File: config.mk
export PLATFORM = sky130hd
export DESIGN_NAME = bytebeat_pwm
export DESIGN_NICKNAME = d
export VERILOG_FILES = /design/src/rtl/bytebeat_pwm.sv
export SDC_FILE = /design/constraint.sdc
export NUM_CORES = 1
export LEC_CHECK = 0
export BUFFER_PORTS_ARGS = -buffer_cell sky130_fd_sc_hd__buf_2
export CAP_MARGIN = 20
export CORE_UTILIZATION = 56
export DETAILED_ROUTE_END_ITERATION = 6
export GPL_TIMING_DRIVEN = 0
export HOLD_SLACK_MARGIN = 0.08
export PLACE_DENSITY_LB_ADDON = 0.08
export SKIP_CTS_REPAIR_TIMING = 1
export SYNTH_ARGS = -nofsm -noshare
export SYNTH_HDL_FRONTEND = slang
export SYNTH_SLANG_ARGS = --single-unit
File: constraint.sdc
create_clock -name wb_clk_i -period 2.3 [get_ports wb_clk_i]
set_input_delay 0 -clock wb_clk_i [delete_from_list [all_inputs] [get_ports wb_clk_i]]
set_output_delay 0 -clock wb_clk_i [all_outputs]
set_load 0.1 [all_outputs]
File: src/rtl/bytebeat_pwm.sv
// -----------------------------------------------------------------------------
// bytebeat_pwm
//
// Turns a stream of 8-bit bytebeat samples into a single-bit PWM audio output.
// Each PWM period is 256 steps of DIV clocks. At the end of every period the
// time index t advances and sample_req pulses so the upstream bytebeat
// generators can compute the next sample for the new t. A sample that arrives
// during a period is parked in a shadow register and becomes the active duty
// value at the next period boundary.
//
// Parameters
//   DIV  clocks per PWM step (1..255)
//   TW   width of the bytebeat time counter t
//
// Ports
//   wb_clk_i      in   clock; every register updates on its rising edge
//   wb_rst_i      in   synchronous active-high reset, overrides everything
//   en            in   run enable; 0 parks the PWM counters at step 0
//   sample[7:0]   in   selected bytebeat sample
//   sample_valid  in   sample is meaningful this cycle
//   clr_flags     in   one-cycle pulse clearing underrun/overrun
//   t[TW-1:0]     out  bytebeat time index
//   sample_req    out  one-cycle pulse after each period end (t advanced)
//   pwm_out       out  registered PWM audio bit
//   underrun      out  sticky: a period ended with no fresh sample pending
//   overrun       out  sticky: a pending sample was overwritten unused
// -----------------------------------------------------------------------------
module bytebeat_pwm #(
    parameter int DIV = 4,
    parameter int TW  = 19
) (
    input  logic          wb_clk_i,
    input  logic          wb_rst_i,
    input  logic          en,
    input  logic [7:0]    sample,
    input  logic          sample_valid,
    input  logic          clr_flags,
    output logic [TW-1:0] t,
    output logic          sample_req,
    output logic          pwm_out,
    output logic          underrun,
    output logic          overrun
);

    // Last prescaler value of a PWM step. DIV is at most 255, so eight bits
    // are always enough for the prescaler.
    localparam logic [7:0] PRESC_LAST = 8'(DIV - 1);

    // Flag indices for the sticky flag generate loop.
    localparam int FLAG_UNDERRUN = 0;
    localparam int FLAG_OVERRUN  = 1;
    localparam int NUM_FLAGS     = 2;

    // -------------------------------------------------------------------------
    // State
    // -------------------------------------------------------------------------
    logic [7:0]    presc_reg,   presc_next;
    logic [7:0]    cnt_reg,     cnt_next;
    logic [TW-1:0] t_reg,       t_next;
    logic [7:0]    active_reg,  active_next;
    logic [7:0]    shadow_reg,  shadow_next;
    logic          pending_reg, pending_next;
    logic          pwm_reg,     pwm_next;
    logic          sreq_reg,    sreq_next;

    logic                 presc_last;
    logic                 period_end;
    logic [NUM_FLAGS-1:0] flag_set;
    logic [NUM_FLAGS-1:0] flags;

    // -------------------------------------------------------------------------
    // Period timing
    //
    // The run/idle mode is simply en: the first clock with en=1 is already
    // step 0 (the counters were parked at zero while idle), and the first
    // clock with en=0 returns the counters to zero at that same edge. There
    // is therefore no separate mode register to lag behind en.
    // -------------------------------------------------------------------------
    assign presc_last = (presc_reg == PRESC_LAST);
    assign period_end = en && presc_last && (cnt_reg == 8'hFF);

    always_comb begin
        presc_next = 8'd0;
        cnt_next   = 8'd0;
        if (en) begin
            if (presc_last) begin
                presc_next = 8'd0;
                cnt_next   = cnt_reg + 8'd1;    // wraps 255 -> 0
            end else begin
                presc_next = presc_reg + 8'd1;
                cnt_next   = cnt_reg;
            end
        end
    end

    // t only moves at a period boundary; it is held while idle.
    always_comb begin
        t_next = t_reg;
        if (period_end) begin
            t_next = t_reg + TW'(1);            // wraps all-ones -> 0
        end
    end

    // -------------------------------------------------------------------------
    // PWM compare and request pulse
    //
    // The compare uses the pre-edge step and duty, so pwm_out trails the step
    // counter by one clock. With duty 0xFF the last step (255) is still low,
    // which gives 255 high steps out of 256.
    // -------------------------------------------------------------------------
    assign pwm_next  = en && (cnt_reg < active_reg);
    assign sreq_next = period_end;

    // -------------------------------------------------------------------------
    // Sample double buffer
    //
    // shadow captures every valid sample, in run and idle alike, and never
    // looks at sample when sample_valid is low. At a period boundary the
    // pre-edge shadow is promoted to active if a sample was pending. A sample
    // that lands exactly on the boundary cycle goes into shadow and keeps
    // pending set, so it is used one period later rather than being lost.
    // -------------------------------------------------------------------------
    always_comb begin
        shadow_next = shadow_reg;
        if (sample_valid) begin
            shadow_next = sample;
        end
    end

    always_comb begin
        active_next = active_reg;
        if (period_end && pending_reg) begin
            active_next = shadow_reg;
        end
    end

    assign pending_next = sample_valid || (pending_reg && !period_end);

    // -------------------------------------------------------------------------
    // Sticky flag set conditions
    //   underrun: boundary reached with nothing pending; duty is kept.
    //   overrun : a pending sample replaced mid-period. On the boundary
    //             cycle the old shadow is being consumed, so that is not an
    //             overrun.
    // -------------------------------------------------------------------------
    assign flag_set[FLAG_UNDERRUN] = period_end && !pending_reg;
    assign flag_set[FLAG_OVERRUN]  = sample_valid && pending_reg && !period_end;

    // -------------------------------------------------------------------------
    // Registers
    // -------------------------------------------------------------------------
    always_ff @(posedge wb_clk_i) begin
        if (wb_rst_i) begin
            presc_reg   <= 8'd0;
            cnt_reg     <= 8'd0;
            t_reg       <= '0;
            active_reg  <= 8'd0;
            shadow_reg  <= 8'd0;
            pending_reg <= 1'b0;
            pwm_reg     <= 1'b0;
            sreq_reg    <= 1'b0;
        end else begin
            presc_reg   <= presc_next;
            cnt_reg     <= cnt_next;
            t_reg       <= t_next;
            active_reg  <= active_next;
            shadow_reg  <= shadow_next;
            pending_reg <= pending_next;
            pwm_reg     <= pwm_next;
            sreq_reg    <= sreq_next;
        end
    end

    // Sticky flags: a set condition on the same edge as clr_flags wins, so an
    // event is never lost to a clear that happened to coincide with it.
    genvar gi;
    generate
        for (gi = 0; gi < NUM_FLAGS; gi++) begin : g_flag
            logic flag_reg;

            always_ff @(posedge wb_clk_i) begin
                if (wb_rst_i) begin
                    flag_reg <= 1'b0;
                end else begin
                    flag_reg <= (flag_reg && !clr_flags) || flag_set[gi];
                end
            end

            assign flags[gi] = flag_reg;
        end
    endgenerate

    // -------------------------------------------------------------------------
    // Outputs
    // -------------------------------------------------------------------------
    assign t          = t_reg;
    assign sample_req = sreq_reg;
    assign pwm_out    = pwm_reg;
    assign underrun   = flags[FLAG_UNDERRUN];
    assign overrun    = flags[FLAG_OVERRUN];

endmodule

==> results.toml <==
[cells_and_area]
drive_gt1_share_pct = 17.4
final_cell_area_mm2 = 0.00301
antenna_cells = 0
largest_reg_flops = 19
syn2layout_area_growth_pct = 16.5
final_common_cell = "dfxtp_1"
layout.nets = 361
final_cell_mix = "dfxtp_1 (52), buf_2 (37), nor2_1 (29)"

[clock_network]
tritoncts_num_sinks = 56
clk_path_buf_depth = 2
cts_tree = "yes"
cts_root_buffer = "clkbuf_8"
clk_latency_ps = 310
numCtsBuffers = 5
htreeDepth = 2
clk_pin_slew_ps = 110

[run]
cap_viol_max_count = 0

[yosys]
syn_area_mm2 = 0.00258
ys.flop_type = "dfxtp_1"
synthCells = 288
ys_warn_count = 0
async_reset_ff_share_pct = 0
syn_nets = 311
synth.distinct_cells = 39
synth_edf_count = 0
ys_ff_latch = 56
syn_area_per_cell_um2 = 8.97
synth_seq_area_share_pct = 43.4

[global_routing]
grt-ovfl-total = 0
grt_use_total_pct = 22.5
grt_max_degree = 20
grt_pass1_wl_um = 8930
grt_pass1_vias = 2004
antenna_found_initial = 0

[placed_design]
numPortBuffers = 34
place.gp.congestion = 0.787
placed_cell_area_mm2 = 0.00282
place_hpwl_um = 3740

[floorplanning]
initial_core_util_pct = 58.9
std_cell_rows = 24
die_w_um = 69.9
io_pins = 36
coreArea_mm2 = 0.00438
fp.dieArea_mm2 = 0.00489
dieHeight_um = 69.9

[worst_hold_path]
holdPathEnd = "active_reg[1]$_SDFFE_PP0P_"
hp-start = "wb_rst_i"
holdPathStages = 3
hold_class = "in -> reg"

[power_and_ir_drop]
p_total_mw = 1.63
p_leak_nw = 1.18
cellPowerDensity_mw_per_mm2 = 542
ir_drop_v = 0.000444

[critical_path]
rrSetupSlack_ps = 230
r2r-end = "t[10]$_SDFFE_PP0N_"
critPathRequiredTime_ps = 2480
arrival_ps = 2260
r2r_start = "presc_reg[0]$_SDFF_PP0_"
cp_max_fo = 10
cp-end-kind = "flop"
startpoint_type = "flop"
crit_type = "reg -> reg"
r2r_cells = 6

[timing]
worst_slew_pin_slew_ps = 596
drv_slew = 0
holdWs_ps = 208
finClkSkew_ps = 8.59
setup_viol = 0
fin_crit_sh_pct = 90.1
relSlewSlack_pct = 60.3
min_period_ps = 2070
final_hold_viol_count = 0
max_freq_ghz = 0.482
rsz0062_at_grt = "no"
fin_setup_tns_ps = 0

[status]
status = "finished clean"

[drt]
drt_iter0_drc = 111
wl_per_cell_um = 13.8
via_count = 2269
drcViolationCount = 0
postRouteAntennaNets = 0
routed_wl_um = 5410
viasPerCell = 5.80
drtPass1Iterations = 4
-- stage by stage --
step           worst slack (ps)  util [%]  std cells
2_1_floorplan              4.69         -        288
3_3_place_gp                268      64.4        374
3_5_place_dp                270      64.4        374
4_1_cts                     233      66.6        382
5_1_grt                    93.6      68.6        391
6_report                    227      68.6        391
-- cell type report --
class | count | area, um^2
Buffer | 16 | 78.8
Clock buffer | 5 | 68.8
Clock inverter | 3 | 26.3
Fill cell | 374 | 1380
Inverter | 12 | 45.0
Multi-Input combinational cell | 204 | 1340
Sequential cell | 56 | 1130
Tap cell | 52 | 65.1
Timing Repair Buffer | 43 | 260
-- power breakdown --
part / switching (mW) / total [mW] / internal, mW
Clock: 0.339 / 0.562 / 0.223
Sequential: 0.00737 / 0.989 / 0.981
Combinational: 0.0474 / 0.0810 / 0.0337
Total: 0.394 / 1.63 / 1.24
-- Yosys cell counts (2+ instances only) --
cell	number	area share (%)
nand4_1	10	2.4
nand2b_1	3	0.73
buf_2	3	0.58
and4_4	2	0.87
o31ai_1	10	2.9
nor2_1	29	4.2
inv_1	12	1.7
and2_1	3	0.73
nand3_1	25	4.8
nand2_1	8	1.2
or3_1	5	1.2
clkbuf_1	10	1.5
and4_1	5	1.7
a21oi_1	28	5.4
xor2_1	13	4.4
or4_1	10	2.9
buf_6	2	0.87
ha_1	10	4.8
mux2i_1	8	3.1
and3_1	4	0.97
o21ai_0	14	2.7
dfxtp_1	56	43
a21o_1	2	0.58
-- kinds of logic (layout without fill, tap and decap cells) --
logic type | count (synthesis) | after routing | synth area share [%]
and+or+nand+nor | 112 | 112 | 25.6
adders and majority gates | 10 | 10 | 4.84
DFF | 56 | 56 | 43.4
buffers and inverters | 28 | 79 | 4.79
xor gates and xnor gates | 14 | 14 | 4.75
AOI/OAI and AO/OA | 60 | 60 | 13.6
muxes | 8 | 8 | 3.10
-- worst max-delay path by stage --
stage | from | end | slack (ps) | cells after the start
6_report | presc_reg[0]$_SDFF_PP0_ | t[10]$_SDFFE_PP0N_ | 230 | 6
3_3_place_gp | presc_reg[0]$_SDFF_PP0_ | t[10]$_SDFFE_PP0N_ | 270 | 6
5_1_grt | presc_reg[0]$_SDFF_PP0_ | t[10]$_SDFFE_PP0N_ | 90 | 6
4_1_cts | presc_reg[0]$_SDFF_PP0_ | t[10]$_SDFFE_PP0N_ | 230 | 6
3_5_place_dp | presc_reg[0]$_SDFF_PP0_ | t[10]$_SDFFE_PP0N_ | 270 | 6
2_1_floorplan | t[5]$_SDFFE_PP0N_ | t[16]$_SDFFE_PP0N_ | 5 | 5
-- metal layers --
layer,part of all wire [%],vias up,GRT usage (%)
met2,47,41,38.4
met4,1.4,0,8.67
met5,0,-,0
met1,48,1071,28.3
met3,3.4,7,3.90
li1,-,1150,-
-- worst max-delay path, stage by stage (launching register included) --
cell and delay (ps):
dfxtp_1 410, ha_1 260, nor3b_2 280, nand4_2 260, buf_2 270, o41ai_1 350, a21oi_1 100
(Power assumes the default switching activity.)
